**config.mk**
```make
export PLATFORM = sky130hd
export DESIGN_NAME = mips_ctrl_fsm
export DESIGN_NICKNAME = d
export VERILOG_FILES = /design/src/rtl/mips_ctrl_fsm.sv
export SDC_FILE = /design/constraint.sdc
export NUM_CORES = 1
export LEC_CHECK = 0
export ABC_CLOCK_PERIOD_IN_PS = 1310
export CAP_MARGIN = 20
export CELL_PAD_IN_SITES_DETAIL_PLACEMENT = 0
export CELL_PAD_IN_SITES_GLOBAL_PLACEMENT = 1
export CORE_ASPECT_RATIO = 1.4
export CORE_MARGIN = 2
export CORE_UTILIZATION = 15
export DETAILED_ROUTE_END_ITERATION = 16
export PLACE_DENSITY = 0.75
export SETUP_SLACK_MARGIN = 0.3
export SYNTH_ARGS = -nofsm -noshare
export SYNTH_HDL_FRONTEND = slang
export SYNTH_SLANG_ARGS = --single-unit
```
**constraint.sdc**
```tcl
create_clock -name clk_i_top -period 1.31 [get_ports clk_i_top]
set_input_delay 0.262 -clock clk_i_top [delete_from_list [all_inputs] [get_ports clk_i_top]]
set_output_delay 0.262 -clock clk_i_top [all_outputs]
set_load 0.01 [all_outputs]
```
**src/rtl/mips_ctrl_fsm.sv**
```systemverilog
// Multicycle Moore control sequencer for the byte-fetch MIPS datapath.
// Optional feature: define MIPS_CTRL_ADDI_EN to decode ADDI (states ADDIEX/ADDIWR).
module mips_ctrl_fsm (
    input  logic        clk_i_top,
    input  logic        rst_i_top,
    input  logic [31:0] instr,
    output logic        fetch_en,
    output logic        IorD,
    output logic        MemWrite,
    output logic [3:0]  IRWrite,
    output logic        RegWrite,
    output logic        ALUSrcA,
    output logic [1:0]  ALUSrcB,
    output logic [1:0]  ALUOp,
    output logic [1:0]  PCSrc,
    output logic        Branch,
    output logic        PCWrite,
    output logic        RegDst,
    output logic        MemtoReg,
    output logic [3:0]  state_o,
    output logic        illegal_op_o
);

    typedef enum logic [3:0] {
        FETCH1  = 4'd0,  FETCH2  = 4'd1,  FETCH3  = 4'd2,  FETCH4 = 4'd3,
        DECODE  = 4'd4,  MEMADR  = 4'd5,  LBRD    = 4'd6,  LBWR   = 4'd7,
        SBWR    = 4'd8,  RTYPEEX = 4'd9,  RTYPEWR = 4'd10, BEQEX  = 4'd11,
        JEX     = 4'd12, ADDIEX  = 4'd13, ADDIWR  = 4'd14
    } state_t;

    localparam logic [5:0] OP_RTYPE = 6'b000000;
    localparam logic [5:0] OP_LB    = 6'b100000;
    localparam logic [5:0] OP_SB    = 6'b101000;
    localparam logic [5:0] OP_BEQ   = 6'b000100;
    localparam logic [5:0] OP_J     = 6'b000010;
    localparam logic [5:0] OP_ADDI  = 6'b001000;

    state_t     state_q, state_d;
    logic [5:0] opcode;
    logic       decode_illegal;
    logic       unused_instr_bits;

    assign opcode            = instr[31:26];
    assign unused_instr_bits = ^instr[25:0];

    // NOTE: sequential state uses non-blocking assignments so every flop samples pre-edge values.
    always_ff @(posedge clk_i_top) begin
        if (rst_i_top) state_q <= FETCH1;
        else           state_q <= state_d;
    end

    // NOTE: every combinational output gets a default before the case, so no latch is inferred.
    always_comb begin
        state_d        = FETCH1;
        decode_illegal = 1'b0;
        case (state_q)
            FETCH1: state_d = FETCH2;
            FETCH2: state_d = FETCH3;
            FETCH3: state_d = FETCH4;
            FETCH4: state_d = DECODE;
            DECODE: begin
                case (opcode)
                    OP_LB, OP_SB: state_d = MEMADR;
                    OP_RTYPE:     state_d = RTYPEEX;
                    OP_BEQ:       state_d = BEQEX;
                    OP_J:         state_d = JEX;
`ifdef MIPS_CTRL_ADDI_EN
                    OP_ADDI:      state_d = ADDIEX;
`endif
                    default: begin
                        state_d        = FETCH1;
                        decode_illegal = 1'b1;
                    end
                endcase
            end
            MEMADR: begin
                if (opcode == OP_LB)      state_d = LBRD;
                else if (opcode == OP_SB) state_d = SBWR;
                else                      state_d = FETCH1;
            end
            LBRD:    state_d = LBWR;
            RTYPEEX: state_d = RTYPEWR;
`ifdef MIPS_CTRL_ADDI_EN
            ADDIEX:  state_d = ADDIWR;
`endif
            default: state_d = FETCH1;
        endcase
    end

    // Moore outputs; reset overrides everything so no strobe fires while held.
    always_comb begin
        fetch_en     = 1'b0;
        IorD         = 1'b0;
        MemWrite     = 1'b0;
        IRWrite      = 4'b0000;
        RegWrite     = 1'b0;
        ALUSrcA      = 1'b0;
        ALUSrcB      = 2'b00;
        ALUOp        = 2'b00;
        PCSrc        = 2'b00;
        Branch       = 1'b0;
        PCWrite      = 1'b0;
        RegDst       = 1'b0;
        MemtoReg     = 1'b0;
        state_o      = 4'd0;
        illegal_op_o = 1'b0;
        if (!rst_i_top) begin
            state_o = state_q;
            case (state_q)
                FETCH1, FETCH2, FETCH3, FETCH4: begin
                    fetch_en = 1'b1;
                    IRWrite  = 4'b0001 << state_q[1:0];
                    ALUSrcB  = 2'b01;
                    PCWrite  = 1'b1;
                end
                DECODE: begin
                    ALUSrcB      = 2'b11;
                    illegal_op_o = decode_illegal;
                end
                MEMADR: begin
                    ALUSrcA = 1'b1;
                    ALUSrcB = 2'b10;
                end
                LBRD: IorD = 1'b1;
                LBWR: begin
                    RegWrite = 1'b1;
                    MemtoReg = 1'b1;
                end
                SBWR: begin
                    IorD     = 1'b1;
                    MemWrite = 1'b1;
                end
                RTYPEEX: begin
                    ALUSrcA = 1'b1;
                    ALUOp   = 2'b10;
                end
                RTYPEWR: begin
                    RegWrite = 1'b1;
                    RegDst   = 1'b1;
                end
                BEQEX: begin
                    ALUSrcA = 1'b1;
                    ALUOp   = 2'b01;
                    Branch  = 1'b1;
                    PCSrc   = 2'b01;
                end
                JEX: begin
                    PCWrite = 1'b1;
                    PCSrc   = 2'b10;
                end
`ifdef MIPS_CTRL_ADDI_EN
                ADDIEX: begin
                    ALUSrcA = 1'b1;
                    ALUSrcB = 2'b10;
                end
                ADDIWR: RegWrite = 1'b1;
`endif
                default: ;
            endcase
        end
    end

endmodule

```
=== After elaboration in Yosys (flattened, before gate mapping) ===
Index checks and enable logic that the tools add are counted.

* Equality and inequality tests: 16
* Shift-type cells: 1
* Multiplexer cells: 34
* Reductions and logical operators: 9

{| class="wikitable"
|+ Operator list
! kind !! number
|-
| $pmux W4 S8 || 1
|-
| $mux W1 || 21
|-
| $eq A4 B4 Y1 const B || 5
|-
| $mux W4 || 5
|-
| $eq A4 B3 Y1 const B || 4
|-
| $pmux W4 S4 || 1
|-
| $eq A6 B6 Y1 const B || 2
|-
| $reduce_or A5 Y1 || 2
|-
| $eq A4 B2 Y1 const B || 2
|-
| $pmux W2 S2 || 2
|-
| $eq A6 B2 Y1 const B || 1
|-
| $eq A6 B3 Y1 const B || 1
|-
| $logic_not A6 Y1 || 1
|-
| $mux W2 || 3
|-
| $pmux W2 S3 || 1
|-
| $reduce_or A2 Y1 || 3
|-
| $eq A4 B1 Y1 const B || 1
|-
| $logic_not A4 Y1 || 1
|-
| $reduce_or A4 Y1 || 1
|-
| $shl A1 B2 Y4 const A || 1
|-
| $reduce_or A3 Y1 || 1
|}

* Bits in registers: 4
* Input port bits: 34
* Logic and storage cells: 61

=== Logic depth before layout (Yosys ltp) ===
* Word-level depth: 5
* Mapped depth: 5

=== Worst setup path after synthesis ===
OpenSTA, ideal clock, no wires.

* Kind: register to output
* Start point: register state_q[1]
* End point: output PCSrc[0]
* Arrival: 1.189 ns
* Required time: 1.048 ns
* Path slack: -0.141 ns
* Cell stages (with the launch flop): 5
* Path buffers: 2
* Cells stage by stage: dfxtp_1 > buf_2 > nand2_1 > nor3_1 > buf_4

* Longest elaborated chain between the ends: 3
* Elaborated cells between the ends (all ways): 4
* Classes of those cells: eq/ne (2); mux (2)

{| class="wikitable"
|+ Ends and longest elaborated chain
! what !! RTL line !! source
|-
| start: declaration || 38 || <nowiki>state_t state_q, state_d;</nowiki>
|-
| start signal: assignment || 49 || <nowiki>else state_q <= state_d;</nowiki>
|-
| $eq A4 B4 Y1 || 109 || <nowiki>case (state_q)</nowiki>
|-
| $pmux W2 S2 (*) || 109 ||
|-
| $mux W2 (*) || 107 || <nowiki>if (!rst_i_top) begin</nowiki>
|-
| end: declaration || 15 || <nowiki>output logic [1:0] PCSrc,</nowiki>
|}

Mark *: on every way between the ends. The rest lies on a longest branch, timed or not.

=== Worst setup path after layout ===
* Start point: register state_q[3]
* End point: output RegWrite

* Longest elaborated chain between the ends: 4
* Elaborated cells between the ends (all ways): 5
* Classes of those cells: eq/ne (2); mux (2); reduce/logical (1)

{| class="wikitable"
|+ Ends and longest elaborated chain
! what !! RTL line !! source
|-
| $eq A4 B3 Y1 / $eq A4 B4 Y1 (equally long branches) || 109 ||
|-
| $reduce_or A2 Y1 (no source line) (*) || -- ||
|-
| $mux W1 (*) || 109 ||
|-
| $mux W1 (*) || 107 ||
|-
| end: declaration || 11 || <nowiki>output logic RegWrite,</nowiki>
|}

Marked as above.

==> results.yml <==
outcome:
  status: "complete, but fails checks"
  violations: "negative setup slack"
clock_network:
  cts_root_buffer: "clkbuf_8"
  cts_buffer_depth: 2
  cts_buffers: 3
  hold_buffers: 0
  clkSlewWorstSetupHoldPaths_ns: 0.03
  cts_tree: "done"
  clk_latency_ns: 0.22
  cts.htree.levels: 1
  cts_sinks: 4
floorplan:
  rows: 25
  ios: 58
  coreArea_um2: 3410
  fp.dieW_um: 54.8
  dieArea_um2: 4120
  start_util: 0.159
  die_h_um: 75.1
global_routing:
  grt_first_pass_wirelength_mm: 3.66
  overflow: 0
  grtUsageTotal: 0.120
  grt_start_max_net_pins: 13
  grt_pass1_vias: 831
  antenna_found_initial: 0
placement:
  dp.cells: 175
  port-buffer-count: 31
  place_congestion: 0.785
  place_hpwl_mm: 1.75
  dpl_worst_slack_ns: -0.983
layout:
  reg_top3: "state_q: 4 flops"
  num_antenna_cells: 0
  post-route-util: 0.432
  fin_cells: 189
  syn2layout_area_growth_pct: 172
  largest_reg_flops: 4
  nets: 184
  top_register: "state_q"
  drive_above_1_share: 0.805
synth:
  synth_cells: 84
  synthTopCellsByArea: "dfxtp_1 15%, nor2_1 8.3%, a21oi_1 7.4%, nor3_1 7.4%, nor2b_1 6.9%"
  synth-edff-count: 0
  synthArstFlopShare: 0
  syn_area_um2: 542
  synth_area_per_cell_um2: 6.45
  synth_seq_cells: 4
  synth_top_area_frac: 0.148
  yosysSeqAreaShare: 0.148
  yosys_warnings: 0
  ys.flop_type: "dfxtp_1"
  yosysUniqueCellTypes: 32
  syn-num-nets: 118
  yosys.area.top_type: "dfxtp_1"
timing:
  worst_pin_slew_ns: 0.234
  slew_viol_final: 0
  post-route-min-period_ns: 1.55
  fmax_mhz: 647
  slew_headroom: 0.843
  holdWs_ns: 0.400
  skew_ns: 0.00250
  grt_setup_unrepaired: "true"
  fin_crit_sh: 1.18
  setup_viol: 20
  hold_viol: 0
  worst_slack_ns: -0.235
  tns_ns: -2.91
drt:
  drt-total-wl_mm: 2.40
  dr.first_iter.drc_count: 1
  wl_per_cell_um: 12.7
  ant_nets: 0
  viasPerCell: 4.53
  drt_first_pass_iters: 4
  vias: 857
  drcViolationCount: 0
critical_path:
  cp-end-kind: "primary output"
  criticalPathCategory: "flop to primary output"
  crit_fanout: 5
  critical_path_required_ns: 1.05
  worst_ep_arrival_time_ns: 1.28
  cp-start-kind: "flop"
run:
  maxCapViolCount: 0
power_and_ir_drop:
  peakVddDrop_uv: 248
  p_per_area_nw_per_um2: 518
  leakage_nw: 0.648
hold_path:
  hp-class: "input port to flop"
## metal layers
layer / global-route usage / vias to the layer above / part of all wire
met5: 0 / - / 0
met4: 0.0500 / 0 / 0.016
met3: 0.0139 / 4 / 0.048
met2: 0.247 / 27 / 0.58
met1: 0.109 / 400 / 0.36
li1: - / 426 / -
## layout make-up
| class | instances | area (um^2) |
|---|---|---|
| Inverter | 3 | 11.3 |
| Clock buffer | 4 | 45.0 |
| Tap cell | 40 | 50.0 |
| Timing Repair Buffer | 68 | 584 |
| Fill cell | 328 | 1940 |
| Multi-Input combinational cell | 70 | 688 |
| Sequential cell | 4 | 92.6 |
## placed cells by master (no fill, tap or decap), drive strengths merged
cell type,count
buf,65
nor2,13
nor3,9
a21oi,9
nor2b,6
nand2b,5
nand2,5
clkbuf,5
dfxtp,4
or3,3
inv,3
or2,2
and3,2
nand4,2
dlygate4sd2,2
o2bb2ai,1
a211oi,1
and2b,1
nand3,1
a21boi,1
a41oi,1
nor3b,1
o21bai,1
and4,1
a2111oi,1
xor2,1
nand3b,1
mux2,1
a31oi,1
## worst max-delay path: stages, from the launching register on
cell and delay, ns:
dfxtp_4 0.36, and2b_1 0.21, and3_4 0.15, or2_4 0.22, buf_6 0.12
## kinds of logic (layout without fill, tap and decap cells)
family          Yosys count  count (layout)  share of synthesized area
compound gates           16              16                      0.212
xor+xnor                  1               1                     0.0162
buf+inv                  10              75                     0.0831
flops                     4               4                      0.148
mux                       1               1                     0.0208
simple gates             52              52                      0.520
## through the flow
step,total power [mW],area (um^2)
after CTS,0.744,1390
after global routing,0.805,1470
after floorplan,0.277,722
after detailed placement,0.412,1220
after global placement,0.407,1220
final,0.762,1470
## synth_stat cells (all sizes together) (2+ instances only)
cell,instances
nor2,13
a21oi,9
nor3,9
nor2b,6
nand2,5
nand2b,5
buf,4
dfxtp,4
clkbuf,3
inv,3
or3,3
and3,2
nand4,2
or2,2
## power breakdown
part | switching [mW] | internal, mW
clock network | 0.0694 | 0.208
logic | 0.165 | 0.183
registers | 0.0100 | 0.127
## final timing paths
| path | from | to | slack (ns) | depth (start not counted) |
|---|---|---|---|---|
| max | state_q[3]$_SDFF_PP0_ | RegWrite | -0.24 | 4 |
| min | instr[31] | state_q[3]$_SDFF_PP0_ | 0.40 | 3 |
| max reg2reg | state_q[3]$_SDFF_PP0_ | state_q[3]$_SDFF_PP0_ | 0 | 6 |
| min reg2reg | state_q[3]$_SDFF_PP0_ | state_q[0]$_SDFF_PP0_ | 0.61 | 2 |
## repair_timing
item | in CTS | in global routing
pin swaps | 18 | 8
gates resized for setup | 153 | 25
buffers inserted | 7 | 3
cloned | 0 | 0
endpoints found under the setup margin | 28 | 28
Power figures use the tool's default switching activity.
